`src/rtl/mar_seq.sv`:
```
// Sequencing memory address register: load/clear plus inc/dec/offset-add and a
// shadow register for save/restore/swap. All outputs come straight from flops.
module mar_seq #(
    parameter int ADDR_WIDTH = 8,
    parameter int STEP       = 1,
    parameter int SATURATE   = 0
) (
    input  logic                  clk,
    input  logic                  rst,
    input  logic                  sclr,
    input  logic                  ena,
    input  logic [2:0]            op,
    input  logic [ADDR_WIDTH-1:0] d,
    input  logic [ADDR_WIDTH-1:0] off,
    output logic [ADDR_WIDTH-1:0] q,
    output logic [ADDR_WIDTH-1:0] shadow_q,
    output logic                  ovf,
    output logic                  ovf_sticky
);

    localparam int AW = ADDR_WIDTH;

    localparam logic [2:0] OP_HOLD    = 3'b000;
    localparam logic [2:0] OP_LOAD    = 3'b001;
    localparam logic [2:0] OP_INC     = 3'b010;
    localparam logic [2:0] OP_DEC     = 3'b011;
    localparam logic [2:0] OP_ADD     = 3'b100;
    localparam logic [2:0] OP_SAVE    = 3'b101;
    localparam logic [2:0] OP_RESTORE = 3'b110;
    localparam logic [2:0] OP_SWAP    = 3'b111;

    // Two guard bits: the true sum of an unsigned address and a signed delta spans
    // -2**(AW-1) .. 2**AW-1 + 2**(AW-1), which one extra bit cannot hold.
    localparam logic signed [AW+1:0] STEP_X = (AW+2)'(STEP);

    logic [AW-1:0]          addr_q, addr_d;
    logic [AW-1:0]          shadow_d;
    logic                   ovf_q, ovf_d;
    logic                   sticky_q, sticky_d;
    logic signed [AW+1:0]   delta;
    logic signed [AW+1:0]   sum;
    logic                   fault;
    logic [AW-1:0]          arith_res;

    always_comb begin
        case (op)
            OP_INC:  delta = STEP_X;
            OP_DEC:  delta = -STEP_X;
            default: delta = $signed({{2{off[AW-1]}}, off});
        endcase
        sum   = $signed({2'b00, addr_q}) + delta;
        // Negative sets the top bit; above all-ones sets bit AW while staying positive.
        fault = sum[AW+1] | sum[AW];
    end

    generate
        if (SATURATE != 0) begin : g_sat
            assign arith_res = sum[AW+1] ? '0 : (sum[AW] ? '1 : sum[AW-1:0]);
        end else begin : g_wrap
            assign arith_res = sum[AW-1:0];
        end
    endgenerate

    always_comb begin
        addr_d   = addr_q;
        shadow_d = shadow_q;
        ovf_d    = ovf_q;
        sticky_d = sticky_q;
        if (sclr) begin
            addr_d   = '0;
            shadow_d = '0;
            ovf_d    = 1'b0;
            sticky_d = 1'b0;
        end else if (ena) begin
            ovf_d = 1'b0;
            case (op)
                OP_LOAD: addr_d = d;
                OP_INC, OP_DEC, OP_ADD: begin
                    addr_d   = arith_res;
                    ovf_d    = fault;
                    sticky_d = sticky_q | fault;
                end
                OP_SAVE:    shadow_d = addr_q;
                OP_RESTORE: addr_d   = shadow_q;
                OP_SWAP: begin
                    addr_d   = shadow_q;
                    shadow_d = addr_q;
                end
                default: ; // OP_HOLD
            endcase
        end
    end

    always_ff @(posedge clk or posedge rst) begin
        if (rst) begin
            addr_q   <= '0;
            shadow_q <= '0;
            ovf_q    <= 1'b0;
            sticky_q <= 1'b0;
        end else begin
            addr_q   <= addr_d;
            shadow_q <= shadow_d;
            ovf_q    <= ovf_d;
            sticky_q <= sticky_d;
        end
    end

    assign q          = addr_q;
    assign ovf        = ovf_q;
    assign ovf_sticky = sticky_q;

endmodule
```
`config.mk`:
```
export PLATFORM = sky130hd
export DESIGN_NAME = mar_seq
export DESIGN_NICKNAME = d
export VERILOG_FILES = /design/src/rtl/mar_seq.sv
export SDC_FILE = /design/constraint.sdc
export NUM_CORES = 1
export LEC_CHECK = 0
export CORE_MARGIN = 2
export CORE_UTILIZATION = 49
export CTS_BUF_LIST = sky130_fd_sc_hd__clkbuf_2
export DETAILED_ROUTE_END_ITERATION = 7
export GPL_TIMING_DRIVEN = 0
export PLACE_DENSITY = 0.79
export SKIP_CTS_REPAIR_TIMING = 1
export SLEW_MARGIN = 20
export SYNTH_ARGS = -nofsm -noshare
export SYNTH_HDL_FRONTEND = slang
export SYNTH_SLANG_ARGS = --single-unit
```
`constraint.sdc`:
```
create_clock -name clk -period 2.7 [get_ports clk]
set_input_delay 0.81 -clock clk [delete_from_list [all_inputs] [get_ports clk]]
set_output_delay 0.81 -clock clk [all_outputs]
set_load 0.01 [all_outputs]
```
==> run metrics, run 1 <==
CP max FO=6; final hold viol count=0; Hold EP=ovf; mean post-synth cell area=~8.9 sq um; # DRC=0; H-tree depth=1; Die Y-Extent=approximately 60 microns; CTS Buf Count=3; WP data required=between 2 and 3 ns; CTS max path bufs=2; initial antenna violation count=0; Die Wd=between 50 and 60 microns; met3 routed WL=250 microns; Final Core Density=0.727; Synth cell types=42; Top Ports=~40; commonest cells after routing, fill and taps aside=36 x clkdlybuf4s50_1, 27 x nand2_1, 18 x dfrtp_1; Hold Path Class=flop to flop; I/O Buffers=39; #FFs+latches synth=18; P_leak=between 0.9 and 1 nW; status=complete, but fails checks; power per cell area=roughly 350 nW/um^2; grt total ovfl=0; Final setup viols=2; WHS Path Cells=2; area of the multi-input gates=between 1000 and 1500 sq um; Synth top area share=0.309; die area=around 3400 sq um; synthesized instance count=between 150 and 200; layout cells sized above 1=0.196; WL met1=roughly 1700 microns; Core Box Area=around 2800 sq um; Via density=5.95; DR WL/cell=16.5 microns; Final min period=around 2.7 ns; largest net degree at the start of global routing=19; CTS tree=built; largest area contributor in the netlist=dfrtp_1; fin area=~2000 sq um; top post-synthesis cells by area=dfrtp_1 31%, ha_1 7.7%, nand2_1 7.2%; register area share after synthesis=0.309; R2R cell count=8; Worst Max-Slew Pin Slew=approximately 0.71 ns; Syn Std Cell Area=approximately 1500 sq um; Tcrit/Tclk final=1.00; Clock Tree Root=clkbuf_2; total global-route track usage=0.236; post-route ant nets=0; area taken by flip-flops and latches=between 400 and 500 sq um; fin. max-slew vios=0; area grow syn2layout=38.7%; R2R Path End=q[2]; Antenna diodes=0; initial core utilization=0.524; Max-slew headroom=0.524; clk_skew=~0.012 ns; final net count=244; Post-Route WL=3960 microns; max cap viols=0; vias in the first global route=1336; clk sinks=18; failing checks=setup timing; Worst-path clk slew=between 0.15 and 0.2 ns; Critical Path End Type=flop; FF-to-FF Start=q[0]; Post-Syn Nets=197; number of DRC markers in iteration 0=about 110; met2 routed WL=~2000 microns; uppermost routed layer=met4; Peak Freq=370 MHz; Rows=19; commonest non-fill, non-tap cell in the layout=clkdlybuf4s50_1; Worst setup SP type=input port; router iterations before antenna repair=4; r2r setup slk=0.54 ns; # fillers=214; RSZ-0062 raised after global routing=yes; setup slack after layout=-0.00189 ns; Worst-Skew Late Latency=roughly 0.31 ns; Syn. warnings=0; Setup Crit Path Kind=input port to flop; dpl cell area=1920 sq um; via count=1428; Worst VDD drop=around 0.27 mV; global-route wire length before repair=between 6000 and 7000 microns; RePlAce Congestion=just over 0.8; DP HPWL=slightly above 3000 microns; worst hold start=ovf; crit path launch=op[2]; Worst EP arrival=2.93 ns
## report_power, final
part	switching (W)	total (W)	leakage, nW	internal, W
clock	0.0000875	0.000118	0.0125	0.0000303
sequential	0.0000158	0.000297	0.248	0.000282
combinational	0.000149	0.000302	0.677	0.000154
total	0.000252	0.000718	0.937	0.000466
## per-layer routing
layer / vias to the layer above / global-route usage
met4: 0 / 0.0797
met2: 56 / 0.393
met3: 7 / 0.0242
met5: - / 0
met1: 692 / 0.321
li1: 673 / -
## synth_stat cells (all sizes together)
cell type and n:
nand2 29, dfrtp 18, nor2 16, inv 12
o21ai 11, a21oi 9, ha 9, buf 6
mux2i 6, nand2b 5, a22o 4, o211ai 4
xnor2 4, or2 3, xor2 3, a2111oi 2
a21o 2, a222oi 2, a22oi 2, mux4 2
o221ai 2, a211oi 1, a221o 1, a31o 1
a31oi 1, and2 1, and3 1, fa 1
mux2 1, nand3 1, nor2b 1, nor3 1
o31ai 1, o32ai 1
## worst max path at each step
stage,end,slack [ns],cells after the start
floorplan,q[2],-0.27,13
global placement,ovf_sticky,-0.76,11
detailed placement,ovf_sticky,-0.79,11
CTS,ovf_sticky,-0.47,11
global route,q[2],-0.11,12
finish,q[2],-0.002,12
## per-stage QoR
step | total power (W) | setup TNS (ns) | instances | hold slack, ns | setup slack, ns
floorplan | 0.000476 | -1.05 | 164 | 0.524 | -0.272
global placement | 0.000567 | -5.27 | 234 | 0.471 | -0.758
detailed placement | 0.000575 | -5.70 | 234 | 0.488 | -0.793
CTS | 0.000689 | -2.70 | 237 | 0.525 | -0.466
global route | 0.000758 | -0.226 | 240 | 0.568 | -0.106
finish | 0.000718 | -0.00298 | 240 | 0.521 | -0.00189
## flip-flops by register name (all words and copies together), names as in the netlist
signal and count:
ovf 1, shadow_q 8, q 8, ovf_sticky 1
## critical path, stage by stage
cell and delay (ns):
buf_12 0.10, nand2b_4 0.15, or2_1 0.24, buf_6 0.14, nand2_4 0.07, inv_2 0.04, fa_2 0.38, xnor2_2 0.16
or2_0 0.23, mux4_2 0.45, o211ai_1 0.10, nand2_1 0.07
## cell type report
type	instances	area share
Clock buffer	3	0.00743
Sequential cell	18	0.223
Buffer	5	0.0291
Tap cell	31	0.0192
Inverter	12	0.0223
Timing Repair Buffer	43	0.204
Multi-Input combinational cell	128	0.495
## kinds of logic after synthesis
logic type	Yosys count	share of synthesized area
AND/OR/NAND/NOR	58	0.185
AO/OA/AOI/OAI	44	0.220
buffers and inverters	18	0.0730
flip-flops	18	0.309
adder cells (fa/ha/maj)	10	0.0910
multiplexers	9	0.0798
XOR/XNOR	7	0.0421
No activity file was read; power rests on OpenSTA's default activity.
==> inputs of run 2 (changes only) <==
- CORE_UTILIZATION: 49 -> 53
- PLACE_DENSITY: 0.79 -> 0.84
- clock period: 2.7 -> 3.3 ns (I/O delays scaled with it)
==> run 2 against run 1 <==
Against the previous run:
- the run now ends clean
- global-route usage grew 1.7 points
- flip-flop and latch count is the same
- register-to-register slack gained 0.50 ns
- power shrank 20%
- critical path depth grew 1
- critical path type unchanged
- highest routed layer unchanged
==> run metrics, run 2 (synthesis results as in run 1) <==
status=complete, no violations; area taken by flip-flops and latches=450 sq um (unchanged); Die Wd=56.4 microns (-3.6%); Peak Freq=~330 MHz; largest net degree at the start of global routing=19 (unchanged); commonest non-fill, non-tap cell in the layout=clkdlybuf4s50_1; Worst-path clk slew=0.18 ns (about the same); Clock Tree Root=clkbuf_2; P_leak=0.917 nW (-2.1%); RePlAce Congestion=0.855 (+5.6%); Final setup viols=0 (-2); CTS tree=built; delay of the slowest critical-path stage=0.46 ns (about the same); Tcrit/Tclk final=0.924; DR WL/cell=15.8 microns (-4.1%); Via density=5.85 (-1.6%); clk sinks=18 (unchanged); Final Core Density=0.721 (-0.00641); initial core utilization=0.543 (+0.0186); max cap viols=0 (unchanged); RSZ-0062 raised after global routing=no; clk_skew=0.00305 ns (-0.00852 ns); CP top delay family=simple AND/OR/NAND/NOR gates; I/O Buffers=39 (unchanged); Final min period=3.05 ns; vias in the first global route=1320 (-1.2%); CTS max path bufs=2 (unchanged); WP data required=3.55 ns (+0.62 ns); Rows=19 (unchanged); grt total ovfl=0 (unchanged); global-route wire length before repair=6280 microns (+2.4%); crit path launch=op[2]; # DRC=0 (unchanged); # fillers=203 (-5.1%); Worst EP arrival=3.30 ns (+0.37 ns); R2R Path End=q[2]; Worst-Skew Late Latency=0.34 ns (+0.03 ns); Hold EP=ovf; Max-slew headroom=0.544 (+0.0198); r2r setup slk=1.04 ns (+0.50 ns); router iterations before antenna repair=4 (unchanged); die area=3190 sq um (-7.0%); Top Ports=41 (unchanged); layout cells sized above 1=0.106 (-0.0899); Antenna diodes=0 (unchanged); fin. max-slew vios=0 (unchanged); area of the multi-input gates=926 sq um (-7.5%); worst hold start=ovf; worst path cell trace=buf_6, nand2b_4, buf_6, or2_1, buf_6, nand2_1, inv_1, fa_1, xnor2_1, or2_0, mux4_2, o211ai_1, nand2_1; commonest cells after routing, fill and taps aside=37 x clkdlybuf4s50_1, 28 x nand2_1, 18 x dfrtp_1; post-route ant nets=0 (unchanged); Post-Route WL=3770 microns (-4.9%); CP max FO=10 (+4); DP Worst Slack=-0.535 ns (+0.258 ns); final hold viol count=0 (unchanged); setup slack after layout=0.250 ns (+0.252 ns); CP bufs+invs=4 (+1); Hold Path Class=flop to flop; Die Y-Extent=56.4 microns (-3.6%); via count=1393 (-2.5%); DP HPWL=3020 microns (about the same); final net count=241 (-1.2%); Worst Max-Slew Pin Slew=0.684 ns (-0.0296 ns); WHS Path Cells=2 (unchanged); power per cell area=296 nW/um^2 (-17%); number of DRC markers in iteration 0=83 (-22%); Critical Path End Type=flop; initial antenna violation count=0 (unchanged); Setup Crit Path Kind=input port to flop; H-tree depth=1 (unchanged); total global-route track usage=0.253 (+0.0169); Core Box Area=2690 sq um (-3.4%); FF-to-FF Start=q[0]; CTS Buf Count=3 (unchanged); Crit-path slowest cell=mux4_2; Worst setup SP type=input port; area grow syn2layout=32.8%; Worst VDD drop=0.238 mV (-12%); most used cell, CP=buf_6; R2R cell count=8 (unchanged)
## run 2: routing by layer
layer | wire (microns) | share of wire | GRT usage | vias to the layer above
li1 | - | - | - | 669
met1 | 1580 | 0.42 | 0.327 | 660
met2 | 1870 | 0.50 | 0.422 | 57
met3 | 260 | 0.069 | 0.0484 | 7
met4 | 58 | 0.015 | 0.0850 | 0
met5 | 0 | 0 | 0 | -
## run 2: worst reg2reg max path: stages, from the launching register on
cell and delay [ns]:
dfrtp_1 0.46, ha_1 0.23, inv_1 0.07, fa_1 0.40
xnor2_1 0.17, or2_0 0.21, mux4_2 0.46, o211ai_1 0.11
nand2_1 0.07
## run 2: final cells by class
type,count,area share
multi-input combinational,128,0.478
inverter,12,0.0233
sequential,18,0.233
tap,31,0.0200
timing repair buffer,39,0.204
clock inverter,1,0.00194
buffer,6,0.0317
clock buffer,3,0.00776
## run 2: where the power goes
part	internal [W]	total, W	switching (W)
logic	0.000113	0.000228	0.000115
registers	0.000230	0.000243	0.0000121
clock network	0.0000263	0.000103	0.0000769
## run 2: worst max path at each step
stage / endpoint / slack [ns] / cells past startpoint
floorplan: q[2] / 0.04 / 13
global placement: q[4] / -0.42 / 12
detailed placement: q[4] / -0.54 / 12
CTS: q[4] / -0.20 / 13
global route: q[4] / 0.16 / 13
finish: q[2] / 0.25 / 13
## run 2: per-stage QoR
step | area (sq um) | cells | power, W | hold slack [ns] | setup TNS, ns
2_1_floorplan | 1460 | 164 | 0.000382 | 0.524 | 0
3_3_place_gp | 1890 | 234 | 0.000454 | 0.475 | -2.35
3_5_place_dp | 1890 | 234 | 0.000464 | 0.516 | -3.05
4_1_cts | 1910 | 238 | 0.000561 | 0.552 | -0.714
5_1_grt | 1940 | 238 | 0.000602 | 0.568 | 0
6_report | 1940 | 238 | 0.000574 | 0.544 | 0
